[config.mk]
export PLATFORM = sky130hd
export DESIGN_NAME = mult_booth_flat
export DESIGN_NICKNAME = d
export VERILOG_FILES = /design/src/rtl/mult_booth_pkg.sv /design/src/rtl/mult_booth_if.sv /design/src/rtl/mult_booth_step.sv /design/src/rtl/mult_booth.sv /design/src/flat_wrapper.sv
export SDC_FILE = /design/constraint.sdc
export NUM_CORES = 1
export LEC_CHECK = 0
export ABC_AREA = 1
export ABC_CLOCK_PERIOD_IN_PS = 15800
export CAP_MARGIN = 20
export CORE_UTILIZATION = 44
export CTS_CLUSTER_DIAMETER = 50
export CTS_CLUSTER_SIZE = 12
export DETAILED_ROUTE_END_ITERATION = 12
export GPL_ROUTABILITY_DRIVEN = 0
export GPL_TIMING_DRIVEN = 0
export PLACE_DENSITY = 0.66
export SETUP_SLACK_MARGIN = 0.02
export SLEW_MARGIN = 10
export SYNTH_ARGS = -nofsm -noshare
export SYNTH_HDL_FRONTEND = slang
export SYNTH_SLANG_ARGS = --single-unit
export TNS_END_PERCENT = 5
[constraint.sdc]
create_clock -name clk -period 15.8 [get_ports clk]
set_input_delay 3.16 -clock clk [delete_from_list [all_inputs] [get_ports clk]]
set_output_delay 3.16 -clock clk [all_outputs]
set_load 0.01 [all_outputs]
[src/rtl/mult_booth_pkg.sv]
// Shared definitions for the sequential radix-2 Booth multiplier (operand width,
// iteration count and FSM state encoding).
package mult_pkg;

    localparam int WIDTH      = 32;
    localparam int ITERATIONS = WIDTH;

    typedef enum logic [1:0] {
        IDLE = 2'd0,
        RUN  = 2'd1,
        FIN  = 2'd2
    } state_e;

endpackage

[src/rtl/mult_booth_if.sv]
// Control-unit <-> multiplier bus: operands and start/abort in, product halves
// and status out. The control unit is the master.
interface mult_booth_if #(
    parameter int WIDTH = mult_pkg::WIDTH
) ();

    logic [WIDTH-1:0] a;
    logic [WIDTH-1:0] b;
    logic             init;
    logic             stop;
    logic [WIDTH-1:0] hi;
    logic [WIDTH-1:0] lo;
    logic             busy;
    logic             done;

    modport master (
        output a, b, init, stop,
        input  hi, lo, busy, done
    );

    modport slave (
        input  a, b, init, stop,
        output hi, lo, busy, done
    );

endinterface

[src/rtl/mult_booth_step.sv]
// One radix-2 Booth iteration: conditional add/subtract of M into the
// WIDTH+1-bit accumulator, then arithmetic right shift of {A,Q,q_1}.
module booth_step #(
    parameter int WIDTH = mult_pkg::WIDTH
) (
    input  logic [WIDTH:0]   acc_i,
    input  logic [WIDTH-1:0] q_i,
    input  logic             q1_i,
    input  logic [WIDTH:0]   m_i,
    output logic [WIDTH:0]   acc_o,
    output logic [WIDTH-1:0] q_o,
    output logic             q1_o
);

    logic [WIDTH:0] sum;

    // NOTE: every combinational output gets a default before the case so no latch is inferred.
    always_comb begin
        sum = acc_i;
        case ({q_i[0], q1_i})
            2'b01:   sum = acc_i + m_i;
            2'b10:   sum = acc_i - m_i;
            default: sum = acc_i;
        endcase
        acc_o = {sum[WIDTH], sum[WIDTH:1]};
        q_o   = {sum[0], q_i[WIDTH-1:1]};
        q1_o  = q_i[0];
    end

endmodule

[src/rtl/mult_booth.sv]
// Sequential signed WIDTH x WIDTH radix-2 Booth multiplier, one step per clock.
// Optional MULT_BOOTH_ZERO_SKIP_EN: a zero operand finishes in a single cycle.
module mult_booth
    import mult_pkg::*;
#(
    parameter int WIDTH = mult_pkg::WIDTH
) (
    input  logic         clk,
    input  logic         rst,
    mult_booth_if.slave  bus
);

    localparam int CNT_W = $clog2(WIDTH + 1);

    state_e           state_q, state_d;
    logic [WIDTH:0]   m_q, m_d;
    logic [WIDTH:0]   acc_q, acc_d;
    logic [WIDTH-1:0] q_q, q_d;
    logic             q1_q, q1_d;
    logic [CNT_W-1:0] cnt_q, cnt_d;
    logic [WIDTH-1:0] hi_q, hi_d;
    logic [WIDTH-1:0] lo_q, lo_d;
    logic             busy_q, busy_d;
    logic             done_q, done_d;

    logic [WIDTH:0]   acc_nx;
    logic [WIDTH-1:0] q_nx;
    logic             q1_nx;

    booth_step #(.WIDTH(WIDTH)) u_step (
        .acc_i (acc_q),
        .q_i   (q_q),
        .q1_i  (q1_q),
        .m_i   (m_q),
        .acc_o (acc_nx),
        .q_o   (q_nx),
        .q1_o  (q1_nx)
    );

    always_comb begin
        state_d = state_q;
        m_d     = m_q;
        acc_d   = acc_q;
        q_d     = q_q;
        q1_d    = q1_q;
        cnt_d   = cnt_q;
        hi_d    = hi_q;
        lo_d    = lo_q;
        busy_d  = busy_q;
        done_d  = 1'b0;

        case (state_q)
            IDLE: begin
                // stop outranks init, so a simultaneous abort starts nothing
                if (bus.init && !bus.stop) begin
                    m_d    = {bus.a[WIDTH-1], bus.a};
                    acc_d  = '0;
                    q_d    = bus.b;
                    q1_d   = 1'b0;
                    cnt_d  = CNT_W'(WIDTH);
                    busy_d = 1'b1;
`ifdef MULT_BOOTH_ZERO_SKIP_EN
                    if (bus.a == '0 || bus.b == '0) begin
                        q_d     = '0;
                        state_d = FIN;
                    end else begin
                        state_d = RUN;
                    end
`else
                    state_d = RUN;
`endif
                end
            end
            RUN: begin
                if (bus.stop) begin
                    busy_d  = 1'b0;
                    state_d = IDLE;
                end else begin
                    acc_d = acc_nx;
                    q_d   = q_nx;
                    q1_d  = q1_nx;
                    cnt_d = cnt_q - CNT_W'(1);
                    if (cnt_q == CNT_W'(1)) begin
                        state_d = FIN;
                    end
                end
            end
            FIN: begin
                busy_d  = 1'b0;
                state_d = IDLE;
                if (!bus.stop) begin
                    hi_d   = acc_q[WIDTH-1:0];
                    lo_d   = q_q;
                    done_d = 1'b1;
                end
            end
            default: begin
                busy_d  = 1'b0;
                state_d = IDLE;
            end
        endcase
    end

    // NOTE: state registers use non-blocking assignments so every flop samples pre-edge values.
    always_ff @(posedge clk or posedge rst) begin
        if (rst) begin
            state_q <= IDLE;
            m_q     <= '0;
            acc_q   <= '0;
            q_q     <= '0;
            q1_q    <= 1'b0;
            cnt_q   <= '0;
            hi_q    <= '0;
            lo_q    <= '0;
            busy_q  <= 1'b0;
            done_q  <= 1'b0;
        end else begin
            state_q <= state_d;
            m_q     <= m_d;
            acc_q   <= acc_d;
            q_q     <= q_d;
            q1_q    <= q1_d;
            cnt_q   <= cnt_d;
            hi_q    <= hi_d;
            lo_q    <= lo_d;
            busy_q  <= busy_d;
            done_q  <= done_d;
        end
    end

    assign bus.hi   = hi_q;
    assign bus.lo   = lo_q;
    assign bus.busy = busy_q;
    assign bus.done = done_q;

endmodule
[src/flat_wrapper.sv]
// flat-port wrapper written by rule: the top's interface ports become plain ports
module mult_booth_flat import mult_pkg::*;
#(
    parameter int WIDTH = mult_pkg::WIDTH
)
  (clk, rst, bus_a, bus_b, bus_init, bus_stop, bus_hi, bus_lo, bus_busy, bus_done);
  mult_booth_if #(.WIDTH(WIDTH)) bus_i ();
  input  logic clk;
  input  logic rst;
  input wire logic [$bits(bus_i.a)-1:0] bus_a;
  input wire logic [$bits(bus_i.b)-1:0] bus_b;
  input wire logic [$bits(bus_i.init)-1:0] bus_init;
  input wire logic [$bits(bus_i.stop)-1:0] bus_stop;
  output wire logic [$bits(bus_i.hi)-1:0] bus_hi;
  output wire logic [$bits(bus_i.lo)-1:0] bus_lo;
  output wire logic [$bits(bus_i.busy)-1:0] bus_busy;
  output wire logic [$bits(bus_i.done)-1:0] bus_done;
  assign bus_i.a = bus_a;
  assign bus_i.b = bus_b;
  assign bus_i.init = bus_init;
  assign bus_i.stop = bus_stop;
  assign bus_hi = bus_i.hi;
  assign bus_lo = bus_i.lo;
  assign bus_busy = bus_i.busy;
  assign bus_done = bus_i.done;
  mult_booth #(.WIDTH(WIDTH)) u_core (.clk(clk), .rst(rst), .bus(bus_i));
endmodule
==> Yosys cells after proc, flatten, opt, wreduce, memory -nomap -nowiden <==
Cells that the tools add are included.
{ "word_totals": {"memories": 0, "elab_cells": 54, "mem_bits_ro": 0, "ram_bits": 0, "inputBits": 68, "reg_bits": 172, "latchBits": 0} }
{ "op_classes": {"div_mod_pow": 0, "n_addsub": 3, "n_reduce_logical": 9, "shift": 0, "order_cmp": 0, "n_bitwise": 1, "muxes": 22, "multipliers": 0, "eq_ne": 9} }
{ "ops": {"columns": ["op", "n"], "rows": [
  ["33-bit one-hot mux with 2 select lines", 2],
  ["33-bit 2-to-1 mux", 2],
  ["32-bit 2-to-1 mux", 2],
  ["32-bit one-hot mux with 2 select lines", 1],
  ["33-bit adder", 1],
  ["33-bit subtractor", 1],
  ["6-bit 2-to-1 mux", 2],
  ["6-bit one-hot mux with 2 select lines", 1],
  ["2-bit AND reduction", 4],
  ["6-bit by 1-bit == test with 1-bit output, second input constant", 1],
  ["1-bit 2-to-1 mux", 6],
  ["2-bit 2-to-1 mux", 3],
  ["6-bit by 1-bit subtractor with 6-bit output, second input constant", 1],
  ["2-bit by 1-bit == test with 1-bit output, second input constant", 2],
  ["2-bit == test, second input constant", 2],
  ["2-bit inequality test, second input constant", 2],
  ["1-bit one-hot mux with 2 select lines", 2],
  ["2-bit one-hot mux with 2 select lines", 1],
  ["3-bit by 2-bit inequality test with 1-bit output, second input constant", 1],
  ["3-bit AND reduction", 1],
  ["2-bit zero test", 1],
  ["2-bit by 1-bit inequality test with 1-bit output, second input constant", 1],
  ["2-bit nonzero test", 1],
  ["1-bit logical AND", 1],
  ["other kinds (2)", 2]
]} }

==> Longest topological paths before layout <==
Gate-level depths: netlist of run 1.
{ "depth": {"ltp_word": 4, "depth_mapped": 24, "mapped_depth_nobuf": 24} }

==> Hierarchy <==
Synthesis of run 1 repeated with hierarchy kept, for this count alone.
{ "unflattened": {"hier_cells": 1656, "area_unflattened_um2": 11190.7} }
{ "modules_own_cells": {"columns": ["module", "n_inst", "seq_area_each_um2", "area_per_inst_um2", "cells_each"], "rows": [
  ["mult_booth", 1, 4304.1, 7001.7, 794],
  ["booth_step", 1, 0.0, 4189.0, 862]
]} }

==> Worst setup path before layout of run 1 <==
Ideal clock, no wire load.
{ "synth_timing": {"path_kind": "input-to-reg", "startpoint": "input bus_init", "endpoint": "register u_core.cnt_q[4]", "path_slack_ns": 11.647, "setup_time_ns": 0.123, "arrival_ns": 4.029, "required_ns": 15.677, "cell_stages": 10, "n_path_buf": 1, "cell_sequence": "inv_1 > nor2_1 > nand2_1 > inv_2 > nor2_8 > inv_2 > buf_6 > nand3_1 > o21ai_0 > a21oi_1"} }
{ "synth_between": {"elab_chain_len": 3} }
{ "synth_rtl": {"columns": ["element", "line_no", "rtl"], "rows": [
  ["from (decl)", "flat_wrapper.sv:12", "input wire logic [$bits(bus_i.init)-1:0] bus_init;"],
  ["1-bit logical AND", "mult_booth.sv:55", "if (bus.init && !bus.stop) begin"],
  ["2-bit by 1-bit inequality test with 1-bit output (no line)", null, null],
  ["3-bit AND reduction (no line)", null, null],
  ["to (signal assigned)", "mult_booth.sv:123", "cnt_q <= cnt_d;"],
  ["to (decl)", "mult_booth.sv:20", "logic [CNT_W-1:0] cnt_q, cnt_d;"]
]} }
No other way between the ends.
A chain may end at the register's enable or synchronous reset.

==> Worst setup path after layout of run 1 <==
{ "layout_timing": {"startpoint": "input bus_stop", "endpoint": "register u_core.hi_q[22] (netlist: u_core.bus.hi[22])"} }
{ "layout_between": {"elab_chain_len": 2} }
{ "layout_rtl": {"columns": ["element", "line_no", "rtl"], "rows": [
  ["from (decl)", "flat_wrapper.sv:13", "input wire logic [$bits(bus_i.stop)-1:0] bus_stop;"],
  ["1-bit inverter (no line)", null, null],
  ["2-bit AND reduction (no line)", null, null],
  ["to (signal assigned)", "mult_booth.sv:124", "hi_q <= hi_d;"],
  ["to (decl)", "mult_booth.sv:21", "logic [WIDTH-1:0] hi_q, hi_d;"]
]} }
No other way between the ends.

==> results of run 1 <==
==> flip-flops by register name, indices dropped and copies added (netlist names) <==
register,flops
u_core.acc_q,32
u_core.bus.busy,1
u_core.bus.done,1
u_core.bus.hi,32
u_core.bus.lo,32
u_core.cnt_q,6
u_core.m_q,32
u_core.q1_q,1
u_core.q_q,32
u_core.state_q,2
==> cell families after synthesis <==
| group | after synthesis |
|---|---|
| compound gates | 270 |
| xor+xnor | 32 |
| fa+ha+maj | 37 |
| buf+inv | 316 |
| flops | 171 |
| simple gates | 643 |
==> through the flow <==
stage	hold slack (ps)	total power [mW]	cell area, um2	utilization, %
3_3_place_gp	461	2.10	12100	52.9
2_1_floorplan	444	1.64	10400	-
6_report	467	2.55	12700	55.6
5_1_grt	486	2.78	12700	55.6
3_5_place_dp	466	2.12	12100	53.1
4_1_cts	468	2.55	12700	55.6
==> worst max path at each step <==
stage,to,slack (ps),cells after the start
final,u_core.bus.hi[22]$_DFFE_PP0P_,11150,7
after global placement,u_core.m_q[27]$_DFFE_PP0P_,5720,2
after detailed placement,u_core.bus.hi[27]$_DFFE_PP0P_,10680,7
after CTS,u_core.bus.hi[22]$_DFFE_PP0P_,11110,7
after global routing,u_core.bus.hi[21]$_DFFE_PP0P_,10950,7
after floorplan,u_core.acc_q[0]$_DFFE_PP0P_,8010,1
==> power by group <==
part | total [mW] | leakage (nW) | internal, mW | switching (mW)
registers | 0.730 | 2.16 | 0.612 | 0.118
clock network | 0.414 | 0.283 | 0.210 | 0.203
logic | 1.41 | 4.06 | 0.538 | 0.868
==> Yosys cell counts, drive strengths merged (12+ instances only) <==
cell	n	area share, %
nand2	470	17
o211ai	37	2.7
nor2	80	3.2
o21ai	170	8.3
ha	36	4.3
a21oi	51	2.5
xor2	32	2.7
buf	17	1.2
inv	264	9.6
nor3	12	0.78
dfrtp	171	41
clkbuf	34	1.2
nand3	64	3.1
==> cell type report <==
| class | instances | area (um2) |
|---|---|---|
| fillers | 2274 | 10100 |
| multi-input cells | 982 | 4850 |
| clock inverters | 15 | 153 |
| repair buffers | 134 | 1360 |
| flip-flops and latches | 171 | 4280 |
| well taps | 313 | 392 |
| inverters | 265 | 1000 |
| plain buffers | 51 | 250 |
| clock buffers | 17 | 425 |
==> per-layer routing <==
| layer | part of all wire, % | wire, um |
|---|---|---|
| met1 | 49 | 13500 |
| met2 | 44 | 12100 |
| met3 | 5.6 | 1560 |
| met4 | 1.9 | 535 |
| met5 | 0 | 0 |
==> placed cells by master (no fill, tap or decap), types with 34 or more instances in the layout <==
cell type        count
o211ai_1            37
nand3_1             64
ha_1                36
a21oi_1             51
nor2_1              74
nand2_1            466
clkdlybuf4s50_1    133
dfrtp_1            171
inv_1              258
clkbuf_1            34
o21ai_0            137
==> flow_summary.toml, run 1 <==
[clocking]
number_of_h_tree_levels = 4
cts_sinks = 171
post_cts.resized_instances = 0
tritoncts = "done"
cts-buffers-inserted = 17
clk_latency_ps = 430
ctsLongestPathBuffers = 2
cts_post_setup_buffers_inserted = 0
root_buffer = "clkbuf_16"
cts_hold_buf = 0
worst_setup_hold_path_clk_slew_ps = 70

[worst_hold_path]
hold_path_class = "reg2reg"
hold_end = "u_core.bus.done$_DFF_PP0_"
min_from = "u_core.state_q[0]$_DFFE_PP0P_"
timing.hold.worst_path_depth = 1

[finish]
areaGrowthSynthToFinish_pct = 22.5
antenna-diode-count = 0
fin_nets = 1727
layout-drive-gt1-share_pct = 4.28
finish.cell_count_without_fillers = 1948

[grt]
grt_max_degree = 108
globalRouteMet3Util_pct = 3.94
busiest_layer = "met2"
wire_length_of_the_first_global_routing_pass_um = 45000
gr-usage-met2_pct = 36.7
initial_antenna_violation_count = 0
grt.met1_usage_pct = 33.7
grt.overflow.total = 0
vias_in_the_first_global_route = 8903
overall_global_routing_resource_usage_pct = 23.6

[floorplanning]
core.rowCount = 55
floorplan.io_pins = 134
fp.dieW_um = 156
die_height_um = 156
starting_density_of_the_core_pct = 45.4
placeableCoreArea_mm2 = 0.0228
floorplan.die_area_mm2 = 0.0242

[setup_path]
required_ps = 16150
worst-path-max-fanout = 10
worst-setup-path-type = "in2reg"
worst_r2r_startpoint = "u_core.m_q[0]$_DFFE_PP0P_"
timing.critical_path.arrival_ps = 5000
worstPathCellList = "clkdlybuf4s50_1 > nor3_1 > inv_1 > clkbuf_1 > clkbuf_1 > nand2_1 > o21ai_0"
critical-path-top-cell-by-count = "clkbuf_1"
timing.critical_path.from = "bus_stop"
rrSetupSlack_ps = 12050
timing.critical_path.buf_inv = 4
r2r-end = "u_core.acc_q[26]$_DFFE_PP0P_"
worstSetupStartpointType = "primary input"
critical-path-max-stage-delay_ps = 550
critical_path.top_delay_family = "buffers and inverters"
cp_slowest_cell = "clkdlybuf4s50_1"
worstRegToRegCells = 22
worst_setup_path_end_kind = "flip-flop"

[yosys]
dominant_combinational_cell_family_by_area_after_synthesis = "simple AND/OR/NAND/NOR gates"
yosysSeqAreaShare_pct = 41.2
synth.cell_area_mm2 = 0.0104
synth.area.mux_share_pct = 0
yosys.area_share.adder_pct = 4.54
synth_simple_gate_area_share_pct = 25.3
synth_compound_area_share_pct = 14.2
syn-instance-count = 1469
synth-xor-area-share_pct = 2.70
synth_area_per_cell_um2 = 7.06
syn-num-nets = 1574
asyncSetResetFlopFracSynth_pct = 100
synth.distinct_cells = 39
synth_warnings = 0
number_of_enable_type_register_cells_in_the_synthesized_netlist = 0
synth.ff_latch_count = 171
postSynth.topFlopCell = "dfrtp_1"

[status]
status = "finished clean"

[sta]
rsz0062_at_grt = "false"
clock.fmax_ghz = 0.215
slew-limit-headroom_pct = 55.0
final_max_slew_viol_count = 0
worst_pin_slew_ps = 675
tns_ps = 0
timing.final.ws_setup_ps = 11150
final_period_minus_worst_setup_slack_ps = 4650
hold_viol = 0
worst_clock_skew_ps = 12.2
timing.final.crit_share_pct = 29.4
setup-violations-final = 0

[placed_design]
place_inst = 1916
placement.setup.worst_slack_ps = 10680
numPortBuffers = 133
hpwl_um = 21500

[detailed_routing]
drt_drc_violations_left = 0
avgViaCountPerCell = 4.90
routed-via-count = 9544
postRouteAntennaNets = 0
drt_wl_total_um = 27600
dr.pass1.iters = 5
routedWlPerCell_um = 14.2
drt_iter0_drc = 623

[power]
power_density_mw_per_mm2 = 201
leakage_nw = 6.50
vdd_ir_drop_max_mv = 0.0709

[run]
cap_viol_max_count = 0
(Power assumes the default switching activity.)
==> run 2, diff against run 1 <==
--- a/config.mk
+++ b/config.mk
@@ -6,7 +6,7 @@
 export NUM_CORES = 1
 export LEC_CHECK = 0
 export ABC_AREA = 1
-export ABC_CLOCK_PERIOD_IN_PS = 15800
+export ABC_CLOCK_PERIOD_IN_PS = 4600
 export CAP_MARGIN = 20
 export CORE_UTILIZATION = 44
 export CTS_CLUSTER_DIAMETER = 50
==> constraint.sdc (replaced) <==
create_clock -name clk -period 4.6 [get_ports clk]
set_input_delay 0.92 -clock clk [delete_from_list [all_inputs] [get_ports clk]]
set_output_delay 0.92 -clock clk [all_outputs]
set_load 0.01 [all_outputs]
==> flow_summary.toml, run 2 (synthesis results as in run 1) <==
[status]
status = "finished clean"

[run]
cap_viol_max_count = 0

[setup_path]
worstPathCellList = "inv_1 > ha_1 > nand2_2 > nor2_2 > nand2_2 > nor3_2 > nand2_2 > nand2_2 > o21ai_1 > xor2_1 > inv_1 > ha_1 > nand2_1 > inv_1 > nand2_1 > nor3_1 > and2_1 > nand2_1 > nand3_1 > nand3_1 > nand2_1 > nand2_1"
worstRegToRegCells = 22
critical-path-max-stage-delay_ps = 410
r2r-end = "u_core.acc_q[26]$_DFFE_PP0P_"
worst-setup-path-type = "reg2reg"
worst-path-max-fanout = 5
critical-path-top-cell-by-count = "nand2_1"
required_ps = 4920
worst_r2r_startpoint = "u_core.m_q[0]$_DFFE_PP0P_"
timing.critical_path.from = "u_core.m_q[0]$_DFFE_PP0P_"
rrSetupSlack_ps = 910
worst_setup_path_end_kind = "flip-flop"
timing.critical_path.arrival_ps = 4020
worstSetupStartpointType = "flip-flop"
cp_slowest_cell = "dfrtp_1"

[power]
leakage_nw = 6.52
vdd_ir_drop_max_mv = 0.320
post-layout-total-power_mw = 8.75
power_density_mw_per_mm2 = 687

[clocking]
cts_sinks = 171
number_of_h_tree_levels = 4
root_buffer = "clkbuf_16"
post_cts.resized_instances = 0
ctsLongestPathBuffers = 2
tritoncts = "done"
cts_hold_buf = 0
cts-buffers-inserted = 17
clk_latency_ps = 430
cts_post_setup_buffers_inserted = 0
worst_setup_hold_path_clk_slew_ps = 70

[detailed_routing]
routedWlPerCell_um = 14.3
drt_iter0_drc = 617
drt_wl_total_um = 27800
dr.pass1.iters = 7
wl_met3_um = 1430
met2WireLength_um = 12400
postRouteAntennaNets = 0
routedLengthMet1_um = 13400
routed-via-count = 9568
dr.max_layer_used = "met4"
avgViaCountPerCell = 4.91
drt_drc_violations_left = 0

[finish]
mostFrequentLayoutCell = "nand2_1"
antenna-diode-count = 0
areaGrowthSynthToFinish_pct = 22.9
layout-drive-gt1-share_pct = 4.40
finish.cell_count_without_fillers = 1950
mostFrequentLayoutCells = "nand2_1, inv_1, dfrtp_1"
fin_nets = 1730

[sta]
rsz0062_at_grt = "false"
timing.final.ws_setup_ps = 908
final.hold.worst_slack_ps = 472
final_max_slew_viol_count = 0
slew-limit-headroom_pct = 54.8
worst_clock_skew_ps = 11.1
clock.fmax_ghz = 0.271
worst_pin_slew_ps = 677
setup-violations-final = 0
final_period_minus_worst_setup_slack_ps = 3690
tns_ps = 0
hold_viol = 0
timing.final.crit_share_pct = 80.3

[grt]
vias_in_the_first_global_route = 8955
wire_length_of_the_first_global_routing_pass_um = 45400
initial_antenna_violation_count = 0
overall_global_routing_resource_usage_pct = 23.9
grt.overflow.total = 0
grt_max_degree = 39

[placed_design]
numPortBuffers = 133
place_inst = 1919
hpwl_um = 21800
placement.setup.worst_slack_ps = 980

[worst_hold_path]
min_from = "u_core.state_q[0]$_DFFE_PP0P_"
hold_end = "u_core.bus.done$_DFF_PP0_"
timing.hold.worst_path_depth = 1
hold_path_class = "reg2reg"

[floorplanning]
fp.dieW_um = 156
placeableCoreArea_mm2 = 0.0228
starting_density_of_the_core_pct = 45.4
die_height_um = 156
floorplan.die_area_mm2 = 0.0242
core.rowCount = 55
floorplan.io_pins = 134
## run 2: power by group
group          internal (mW)  total [mW]  switching (mW)
Combinational           1.85        4.83            2.98
Clock                  0.730        1.41           0.677
Sequential              2.10        2.51           0.406
## run 2: how the worst max path moves through the flow
stage	endpoint	cells past startpoint	slack (ps)
after floorplan	u_core.acc_q[0]$_DFFE_PP0P_	1	1500
after global placement	u_core.bus.hi[25]$_DFFE_PP0P_	2	70
after detailed placement	u_core.acc_q[26]$_DFFE_PP0P_	21	980
after CTS	u_core.acc_q[26]$_DFFE_PP0P_	21	950
after global routing	u_core.acc_q[26]$_DFFE_PP0P_	22	630
final	u_core.acc_q[26]$_DFFE_PP0P_	22	910
## run 2: critical path: cells and delay by family, from the launching register on
kind / cells / cell delay (ps)
buffers and inverters: 3 / 260
XOR/XNOR: 1 / 150
flip-flops: 1 / 410
adder cells (fa/ha/maj): 2 / 560
AO/OA/AOI/OAI: 1 / 90
AND/OR/NAND/NOR: 15 / 2110
## run 2: metrics by stage
step | instance area, um2 | util, %
floorplan | 10400 | -
global placement | 12100 | 53.0
detailed placement | 12200 | 53.3
CTS | 12700 | 55.8
global route | 12700 | 55.8
finish | 12700 | 55.8
## run 2: metal layers
| layer | global-route usage (%) | vias up |
|---|---|---|
| li1 | - | 4909 |
| met1 | 34.0 | 4348 |
| met2 | 37.6 | 274 |
| met3 | 3.64 | 37 |
| met4 | 7.33 | 0 |
| met5 | 0 | - |
## run 2: layout make-up
cell class | count | area, um2
fill | 2222 | 10100
clock buffer | 18 | 439
clock inverter | 13 | 128
sequential | 171 | 4280
buffer | 51 | 250
tap | 313 | 392
inverter | 265 | 1000
multi-input combinational | 982 | 4850
timing repair buffer | 137 | 1410
==> run 3, diff against run 2 <==
--- a/config.mk
+++ b/config.mk
@@ -6,7 +6,7 @@
 export NUM_CORES = 1
 export LEC_CHECK = 0
 export ABC_AREA = 1
-export ABC_CLOCK_PERIOD_IN_PS = 4600
+export ABC_CLOCK_PERIOD_IN_PS = 3230
 export CAP_MARGIN = 20
 export CORE_UTILIZATION = 44
 export CTS_CLUSTER_DIAMETER = 50
@@ -14,7 +14,7 @@
 export DETAILED_ROUTE_END_ITERATION = 12
 export GPL_ROUTABILITY_DRIVEN = 0
 export GPL_TIMING_DRIVEN = 0
-export PLACE_DENSITY = 0.66
+export PLACE_DENSITY = 0.68
 export SETUP_SLACK_MARGIN = 0.02
 export SLEW_MARGIN = 10
 export SYNTH_ARGS = -nofsm -noshare
==> constraint.sdc (replaced) <==
create_clock -name clk -period 3.23 [get_ports clk]
set_input_delay 0.646 -clock clk [delete_from_list [all_inputs] [get_ports clk]]
set_output_delay 0.646 -clock clk [all_outputs]
set_load 0.01 [all_outputs]
==> flow_summary.toml, run 3 (synthesis results as in run 1) <==
[finish]
fin_nets = 1742
finish.cell_count_without_fillers = 1963
mostFrequentLayoutCells = "nand2_1, inv_1, dfrtp_1"
postLayoutCellArea_mm2 = 0.0134
filler_cell_count = 2135
layout-drive-gt1-share_pct = 10.2
multi_input_area_mm2 = 0.00535
antenna-diode-count = 0
utilization_pct = 58.7
mostFrequentLayoutCell = "nand2_1"
seq_area_mm2 = 0.00428
areaGrowthSynthToFinish_pct = 29.3

[sta]
setup-violations-final = 0
clock.fmax_ghz = 0.319
final.hold.worst_slack_ps = 483
hold_viol = 0
slew-limit-headroom_pct = 55.9
final_period_minus_worst_setup_slack_ps = 3130
rsz0062_at_grt = "true"
worst_pin_slew_ps = 662
final_max_slew_viol_count = 0
worst_clock_skew_ps = 9.82
timing.final.crit_share_pct = 97.0

[power]
post-layout-total-power_mw = 13.5
net-switching-power_mw = 6.25
power.sequential.fraction_pct = 26.7
vdd_ir_drop_max_mv = 0.428
power_frac_comb_pct = 57.7
sw_frac_of_total_pct = 46.2
leakage_nw = 6.68
clockPowerShare_pct = 15.6
power_density_mw_per_mm2 = 1010
internal_pwr_total_mw = 7.27

[setup_path]
cp_depth = 22
worst-setup-path-type = "reg2reg"
cp_slowest_cell = "dfrtp_1"
timing.critical_path.from = "u_core.m_q[0]$_DFFE_PP0P_"
r2r-end = "u_core.acc_q[26]$_DFFE_PP0P_"
timing.critical_path.arrival_ps = 3460
worst-path-max-fanout = 5
timing.critical_path.buf_inv = 3
termination_of_the_worst_setup_path = "u_core.acc_q[26]$_DFFE_PP0P_"
critical-path-max-stage-delay_ps = 400
required_ps = 3560
critical_path.top_delay_family = "simple AND/OR/NAND/NOR gates"
worst_r2r_startpoint = "u_core.m_q[0]$_DFFE_PP0P_"
worstSetupStartpointType = "flip-flop"
worstRegToRegCells = 22
critical-path-top-cell-by-count = "nand2_4"
worstPathCellList = "inv_2 > ha_4 > nand2_4 > nor2_4 > nand2_4 > nor3_4 > nand2_2 > nand2_4 > o21ai_1 > xor2_1 > inv_1 > ha_4 > nand2_2 > inv_2 > nand2_4 > nor3_4 > and2_1 > nand2_2 > nand3_2 > nand3_2 > nand2_1 > nand2_1"
worst_setup_path_end_kind = "flip-flop"
rrSetupSlack_ps = 100

[detailed_routing]
postRouteAntennaNets = 0
drt_drc_violations_left = 0
drt_iter0_drc = 691
dr.pass1.iters = 6
drt_wl_total_um = 28700
routedWlPerCell_um = 14.6
avgViaCountPerCell = 4.99
routed-via-count = 9803

[floorplanning]
die_height_um = 156
floorplan.die_area_mm2 = 0.0242
core.rowCount = 55
placeableCoreArea_mm2 = 0.0228
starting_density_of_the_core_pct = 45.4
fp.dieW_um = 156
floorplan.io_pins = 134

[clocking]
root_buffer = "clkbuf_16"
cts-buffers-inserted = 17
ctsLongestPathBuffers = 2
tritoncts = "done"
clk_latency_ps = 430
cts_hold_buf = 0
worst_setup_hold_path_clk_slew_ps = 70
number_of_h_tree_levels = 4
cts_sinks = 171

[run]
cap_viol_max_count = 0

[grt]
grt.overflow.total = 0
vias_in_the_first_global_route = 9257
wire_length_of_the_first_global_routing_pass_um = 46300
overall_global_routing_resource_usage_pct = 24.3
initial_antenna_violation_count = 0
grt_max_degree = 38

[placed_design]
hpwl_um = 21900
numPortBuffers = 133
place_inst = 1920
place_area_mm2 = 0.0122

[worst_hold_path]
hold_path_class = "reg2reg"

[status]
status = "finished clean"
run 3: cell count changes in the layout (fill, tap and decap cells not counted), sizes merged:
cell / before / now
buf: 21 / 33
bufinv: 0 / 1
run 3: layout make-up:
cell class | instances | share of cell area (%)
plain buffers | 51 | 2.02
clock buffers | 18 | 3.27
clock inverters | 14 | 1.25
inverters | 265 | 7.46
multi-input cells | 982 | 39.9
flip-flops and latches | 171 | 31.9
well taps | 313 | 2.92
repair buffers | 149 | 11.3
run 3: worst min-delay path by stage:
stage | startpoint | to | cells after the start | slack (ps)
finish | u_core.bus.lo[20]$_DFFE_PP0P_ | u_core.bus.lo[20]$_DFFE_PP0P_ | 2 | 480
global route | u_core.bus.lo[14]$_DFFE_PP0P_ | u_core.bus.lo[14]$_DFFE_PP0P_ | 2 | 500
CTS | u_core.bus.hi[13]$_DFFE_PP0P_ | u_core.bus.hi[13]$_DFFE_PP0P_ | 2 | 490
detailed placement | u_core.state_q[0]$_DFFE_PP0P_ | u_core.bus.done$_DFF_PP0_ | 1 | 460
global placement | u_core.state_q[0]$_DFFE_PP0P_ | u_core.bus.done$_DFF_PP0_ | 1 | 460
floorplan | u_core.state_q[0]$_DFFE_PP0P_ | u_core.bus.done$_DFF_PP0_ | 1 | 440
run 3: power groups by stage:
| stage | combinational [mW] | clock, mW | sequential, mW |
|---|---|---|---|
| after detailed placement | 6.79 | 0 | 3.60 |
| after global routing | 8.71 | 2.23 | 3.71 |
| after CTS | 6.95 | 2.15 | 3.57 |
| after floorplan | 4.35 | 0 | 3.65 |
| final | 7.80 | 2.11 | 3.61 |
| after global placement | 6.65 | 0 | 3.58 |
run 3: per-layer routing:
| metal | vias to the layer above | routed length (um) | track usage [%] |
|---|---|---|---|
| met5 | - | 0 | 0 |
| met4 | 0 | 682 | 7.52 |
| met3 | 50 | 1640 | 2.89 |
| met2 | 284 | 13000 | 39.2 |
| met1 | 4517 | 13400 | 34.0 |
| li1 | 4952 | - | - |
run 3: worst register-to-register path: stages (launching register included):
cell and delay (ps):
dfrtp_1 400, inv_2 120, ha_4 160, nand2_4 70, nor2_4 150, nand2_4 80
nor3_4 180, nand2_2 130, nand2_4 110, o21ai_1 90, xor2_1 170, inv_1 100
ha_4 330, nand2_2 80, inv_2 80, nand2_4 70, nor3_4 170, and2_1 170
nand2_2 90, nand3_2 80, nand3_2 90, nand2_1 80, nand2_1 40
run 3: what timing repair did:
action,4_1_cts,5_1_grt
buffers inserted,3,8
endpoints found under the setup margin,20,23
pin swaps,3,36
resized for setup,16,101
run 3: metrics by stage:
stage | setup slack [ps] | setup TNS [ps]
floorplan | 401 | 0
global placement | -1020 | -172420
detailed placement | -299 | -1110
CTS | -13.5 | -13.5
global route | -68.8 | -174
finish | 96.3 | 0
